## config.mk

```make
export PLATFORM = sky130hd
export DESIGN_NAME = piso_serializer
export DESIGN_NICKNAME = d
export VERILOG_FILES = /design/src/rtl/piso_serializer.sv
export SDC_FILE = /design/constraint.sdc
export NUM_CORES = 1
export LEC_CHECK = 0
export BUFFER_PORTS_ARGS = -buffer_cell sky130_fd_sc_hd__buf_4
export CORE_UTILIZATION = 45
export DETAILED_ROUTE_END_ITERATION = 8
export PLACE_DENSITY = 0.69
export SYNTH_ARGS = -nofsm -noshare
export SYNTH_HDL_FRONTEND = slang
export SYNTH_SLANG_ARGS = --single-unit
```

## constraint.sdc

```tcl
create_clock -name clk -period 1.68 [get_ports clk]
set_clock_uncertainty 0.1 [all_clocks]
set_input_delay 0.168 -clock clk [delete_from_list [all_inputs] [get_ports clk]]
set_output_delay 0.168 -clock clk [all_outputs]
set_load 0.01 [all_outputs]
```

## src/rtl/piso_serializer.sv

```systemverilog
// piso_serializer: parallel-in / serial-out framer.
// Captures a DATA_W-bit word on a valid/ready handshake and emits it one bit
// per clock, MSB or LSB first, optionally followed by an even-parity bit.
// A new word can be taken on the last bit of a frame, so frames run
// back-to-back with no idle gap.
//
// Ports:
//   clk        - clock, rising edge
//   rst        - asynchronous reset, active high
//   din        - parallel word to serialize
//   din_valid  - din holds a valid word
//   din_ready  - word can be accepted this cycle (decoded from state only)
//   dout       - serial bit
//   dout_valid - dout carries a frame bit
//   dout_last  - dout is the final bit of the frame
//   busy       - a frame is in progress
module piso_serializer #(
  parameter int DATA_W    = 8,
  parameter int MSB_FIRST = 1,
  parameter int PAR_EN    = 0
) (
  input  logic              clk,
  input  logic              rst,
  input  logic [DATA_W-1:0] din,
  input  logic              din_valid,
  output logic              din_ready,
  output logic              dout,
  output logic              dout_valid,
  output logic              dout_last,
  output logic              busy
);

  localparam int FRAME_LEN = DATA_W + ((PAR_EN != 0) ? 1 : 0);
  localparam int CW        = $clog2(FRAME_LEN);
  localparam logic [CW-1:0] LAST = CW'(FRAME_LEN - 1);

  // Two-hot-free encoding: 2'b00 and 2'b11 are illegal and fall back to IDLE.
  typedef enum logic [1:0] {
    IDLE  = 2'b01,
    SHIFT = 2'b10
  } state_t;

  state_t                 state, state_d;
  logic [CW-1:0]          cnt, cnt_d;
  logic [FRAME_LEN-1:0]   fr, fr_d;      // frame in transmit order, next bit at MSB
  logic [FRAME_LEN-1:0]   frame_in;
  logic                   dv, dv_d;
  logic                   dl, dl_d;
  logic                   accept;
  logic                   at_last;

  // Reorder the incoming word so the first transmitted bit lands in the top
  // position; parity (when enabled) takes the bottom slot.
  always_comb begin
    frame_in = '0;
    for (int k = 0; k < DATA_W; k++)
      frame_in[FRAME_LEN-1-k] = (MSB_FIRST != 0) ? din[DATA_W-1-k] : din[k];
    if (PAR_EN != 0)
      frame_in[0] = ^din;
  end

  assign at_last   = (state == SHIFT) && (cnt == LAST);
  assign din_ready = !rst && ((state == IDLE) || at_last);
  assign accept    = din_valid && din_ready;

  // Next-state and registered-output decode.
  always_comb begin
    state_d = state;
    cnt_d   = cnt;
    fr_d    = fr;
    dv_d    = 1'b0;
    dl_d    = 1'b0;
    case (state)
      IDLE: begin
        if (accept) begin
          state_d = SHIFT;
          cnt_d   = '0;
          fr_d    = frame_in;
          dv_d    = 1'b1;
        end
      end
      SHIFT: begin
        if (cnt == LAST) begin
          if (accept) begin
            cnt_d = '0;
            fr_d  = frame_in;
            dv_d  = 1'b1;
          end else begin
            state_d = IDLE;
            cnt_d   = '0;
            fr_d    = '0;
          end
        end else begin
          cnt_d = cnt + CW'(1);
          fr_d  = fr << 1;
          dv_d  = 1'b1;
          dl_d  = (cnt_d == LAST);
        end
      end
      default: begin
        state_d = IDLE;
        cnt_d   = '0;
        fr_d    = '0;
      end
    endcase
  end

  always_ff @(posedge clk or posedge rst) begin
    if (rst) begin
      state <= IDLE;
      cnt   <= '0;
      fr    <= '0;
      dv    <= 1'b0;
      dl    <= 1'b0;
    end else begin
      state <= state_d;
      cnt   <= cnt_d;
      fr    <= fr_d;
      dv    <= dv_d;
      dl    <= dl_d;
    end
  end

  assign dout       = fr[FRAME_LEN-1];
  assign dout_valid = dv;
  assign dout_last  = dl;
  assign busy       = (state == SHIFT);

endmodule

```

==> impl_metrics.xml <==
<?xml version="1.0" encoding="UTF-8"?>
<metrics>
  <group name="setup_path">
    <metric name="cp.arrival" unit="ns">1.47</metric>
    <metric name="path_max_fanout" unit="">3</metric>
    <metric name="worst-r2r-setup-slack" unit="ns">-0.02</metric>
    <metric name="worst-setup-path-type" unit="">reg -&gt; out</metric>
    <metric name="path_delay_family" unit="">flip-flops</metric>
    <metric name="start_kind" unit="">flip-flop</metric>
    <metric name="critical-path-top-cell-by-count" unit="">buf_6</metric>
    <metric name="max_stage_delay" unit="ns">0.39</metric>
    <metric name="cp_cell_sequence" unit="">ha_2 &gt; ha_4 &gt; a21oi_4 &gt; buf_6 &gt; nor2_4 &gt; buf_6</metric>
    <metric name="rr_endpoint" unit="">fr[2]$_DFFE_PP0P_</metric>
    <metric name="r2r.worst_path.cells" unit="">5</metric>
    <metric name="required_worst_endpoint" unit="ns">1.41</metric>
    <metric name="r2r-start" unit="">cnt[1]$_DFFE_PP0P_</metric>
    <metric name="critical_path.endpoint_type" unit="">output port</metric>
    <metric name="timing.critical_path.slowest_stage_cell" unit="">dfrtp_1</metric>
    <metric name="crit_buf_inv" unit="">2</metric>
  </group>
  <group name="pwr">
    <metric name="cellLeakagePower" unit="uW">0.000525</metric>
    <metric name="peakVddDrop" unit="mV">0.867</metric>
    <metric name="pwr_density_cell" unit="nW/um^2">1410</metric>
  </group>
  <group name="clocking">
    <metric name="worst_path_clk_slew" unit="ns">0.09</metric>
    <metric name="cts-root-to-sink-buffers" unit="">2</metric>
    <metric name="tritoncts" unit="">built</metric>
    <metric name="root_buffer" unit="">clkbuf_4</metric>
    <metric name="ctsHtreeMaxLevel" unit="">1</metric>
    <metric name="clock_latency" unit="ns">0.28</metric>
    <metric name="cts_made_buffers" unit="">3</metric>
    <metric name="clock-sinks" unit="">15</metric>
  </group>
  <group name="final_layout">
    <metric name="layout.nets" unit="">119</metric>
    <metric name="utilization" unit="">0.720</metric>
    <metric name="area_growth_syn_to_layout" unit="%">47.6</metric>
    <metric name="num-fill-cells" unit="">121</metric>
    <metric name="final_layout_size_suffix_gt1_frac" unit="">0.520</metric>
    <metric name="diodes" unit="">0</metric>
  </group>
  <group name="logic_synthesis">
    <metric name="synth_cell_type_count" unit="">26</metric>
    <metric name="synth_warnings" unit="">0</metric>
    <metric name="ys_seq_area_frac" unit="">0.442</metric>
    <metric name="synth_top_area_share" unit="">0.411</metric>
    <metric name="synth_top_area_cell" unit="">dfrtp_1</metric>
    <metric name="synth_async_sr_flop_share" unit="">1.00</metric>
    <metric name="synth_edf_count" unit="">0</metric>
    <metric name="synthCells" unit="">72</metric>
    <metric name="post_synth_instance_area" unit="um^2">852</metric>
    <metric name="synth_top_cells_by_area" unit="">dfrtp_1 (41%), a2111oi_2 (8.8%), a221o_1 (8.2%), ha_1 (7.3%), inv_1 (4.8%)</metric>
    <metric name="synth_fp_nets" unit="">88</metric>
    <metric name="synth_seq_cells" unit="">15</metric>
    <metric name="post_synth_most_frequent_cells" unit="">dfrtp_1 (14), inv_1 (11), a221o_1 (7)</metric>
    <metric name="yosys_most_used_dff" unit="">dfrtp_1</metric>
    <metric name="avgSynthCellArea" unit="um^2">11.8</metric>
    <metric name="post-synth-top-count-cell" unit="">dfrtp_1</metric>
  </group>
  <group name="floorplan">
    <metric name="die_area" unit="um^2">2070</metric>
    <metric name="floorplan.initialDensity" unit="">0.488</metric>
    <metric name="placementRows" unit="">15</metric>
    <metric name="die_x" unit="um">45.5</metric>
    <metric name="fp.dieH" unit="um">45.5</metric>
    <metric name="ioPinCount" unit="">16</metric>
    <metric name="core_area" unit="um^2">1750</metric>
  </group>
  <group name="global_route">
    <metric name="grt_util_all_layers" unit="">0.195</metric>
    <metric name="grt_first_pass_wirelength" unit="um">2860</metric>
    <metric name="first_global_vias" unit="">651</metric>
    <metric name="grt_max_degree" unit="">16</metric>
    <metric name="globalRoute.totalOverflow" unit="">0</metric>
    <metric name="antenna_found_initial" unit="">0</metric>
  </group>
  <group name="sta">
    <metric name="min_period" unit="ns">1.74</metric>
    <metric name="hold_viol" unit="">0</metric>
    <metric name="fin_crit_sh" unit="">1.04</metric>
    <metric name="transition_time_at_the_pin_with_the_least_slew_margin" unit="ns">0.584</metric>
    <metric name="timing_max_transition_violations_final" unit="">0</metric>
    <metric name="report.final.setup_viol" unit="">4</metric>
    <metric name="fmaxAchievable" unit="MHz">575</metric>
    <metric name="grt_setup_unrepaired" unit="">yes</metric>
    <metric name="worst_setup_margin" unit="ns">-0.0601</metric>
    <metric name="max_slew_headroom" unit="">0.610</metric>
    <metric name="hold_ws" unit="ns">0.0120</metric>
  </group>
  <group name="placement">
    <metric name="detailed_place_hpwl" unit="um">1160</metric>
    <metric name="finalWeightedCongestion" unit="">0.749</metric>
    <metric name="buffer_ports.inserted" unit="">15</metric>
  </group>
  <group name="job">
    <metric name="max_cap_violations" unit="">0</metric>
  </group>
  <group name="detailed_routing">
    <metric name="route.detailed.wl_per_inst" unit="um">15.6</metric>
    <metric name="wirelength" unit="um">1980</metric>
    <metric name="drc_errors" unit="">0</metric>
    <metric name="detail_route.first_pass.iterations" unit="">4</metric>
    <metric name="vias" unit="">684</metric>
    <metric name="drtAntennaViolNets" unit="">0</metric>
    <metric name="iteration_0_drc_count_of_the_detailed_router" unit="">13</metric>
    <metric name="drt-vias-per-instance" unit="">5.39</metric>
  </group>
  <group name="min_path">
    <metric name="hold-path-cell-count" unit="">2</metric>
    <metric name="hold_start" unit="">din[7]</metric>
    <metric name="holdCritPathClass" unit="">in -&gt; reg</metric>
    <metric name="whs_endpoint" unit="">fr[7]$_DFFE_PP0P_</metric>
  </group>
  <group name="status">
    <metric name="status" unit="">finished, violations left</metric>
    <metric name="failed_checks" unit="">setup timing</metric>
  </group>
</metrics>
-- registers in the layout (all words and copies together), names as in the netlist --
name / count
dout_last: 1
dout_valid: 1
fr: 8
state: 2
cnt: 3
-- routing by layer --
metal,track usage,vias up,wire [um]
li1,-,327,-
met1,0.260,343,864
met2,0.311,12,1070
met3,0.0397,2,39
met4,0.0667,0,12
met5,0,-,0
-- layout by cell type, fill, tap and decap left out, types with 2 or more instances in the layout --
cell type | Yosys | final
buf_4 | 0 | 24
dfrtp_1 | 14 | 14
inv_1 | 11 | 10
a221o_1 | 7 | 7
a2111oi_4 | 1 | 6
buf_6 | 3 | 5
clkbuf_4 | 0 | 3
nand2b_4 | 1 | 2
nor2_1 | 4 | 2
nand2_1 | 2 | 2
nand3_1 | 2 | 2
ha_4 | 0 | 2
ha_2 | 0 | 2
dlygate4sd3_1 | 0 | 2
-- final cells by class --
cell class	instances	area (um^2)	share of cell area
Inverter	11	41.3	0.0328
Multi-Input combinational cell	41	526	0.418
Timing Repair Buffer	31	256	0.204
Sequential cell	15	377	0.300
Tap cell	25	31.3	0.0249
Clock buffer	4	26.3	0.0209
-- kinds of logic (layout without fill, tap and decap cells) --
kind of cell    count (synthesis)  count (layout)  share of synthesized area
compound gates                 23              23                      0.285
fa+ha+maj                       5               5                     0.0734
buf+inv                        16              46                     0.0999
flops                          15              15                      0.442
mux                             1               1                     0.0132
simple gates                   12              12                     0.0866
-- where the power goes --
part / internal, uW / switching, uW
clock: 91.9 / 116
combinational: 483 / 558
sequential: 463 / 59.5
total: 1040 / 733
-- worst max-delay path by stage --
| stage | start | to | slack, ns | depth (start not counted) |
|---|---|---|---|---|
| floorplan | cnt[0]$_DFFE_PP0P_ | fr[1]$_DFFE_PP0P_ | -0.001 | 6 |
| global placement | state[0]$_DFFE_PP1P_ | fr[2]$_DFFE_PP0P_ | -0.09 | 5 |
| detailed placement | cnt[0]$_DFFE_PP0P_ | fr[6]$_DFFE_PP0P_ | -0.12 | 5 |
| CTS | state[0]$_DFFE_PP1P_ | din_ready | -0.07 | 6 |
| global route | cnt[1]$_DFFE_PP0P_ | din_ready | -0.12 | 6 |
| finish | cnt[1]$_DFFE_PP0P_ | din_ready | -0.06 | 6 |
-- through the flow --
step	cell area, um^2	worst slack, ns	setup TNS, ns	instances	total power [uW]
floorplan	867	-0.000974	-0.00465	72	997
global placement	1040	-0.0909	-0.564	117	1240
detailed placement	1040	-0.124	-0.759	117	1260
CTS	1140	-0.0655	-0.0844	125	1580
global route	1260	-0.121	-0.662	127	1880
finish	1260	-0.0601	-0.111	127	1770
-- worst reg2reg max path, cell delays in order (launching register included) --
cell and delay, ns:
dfrtp_1 0.39, ha_2 0.20, ha_4 0.18, nand2b_4 0.25, a2111oi_4 0.37, a221o_1 0.16
-- what timing repair did --
action                                 CTS  global route
setup endpoints to repair                9            11
pin swaps                                1             8
hold buffers                             2             0
setup buffers                            3             2
endpoints found under the hold margin   15             0
resized for setup                        7            16
cloned                                   0             0
No activity file was read; power rests on OpenSTA's default activity.
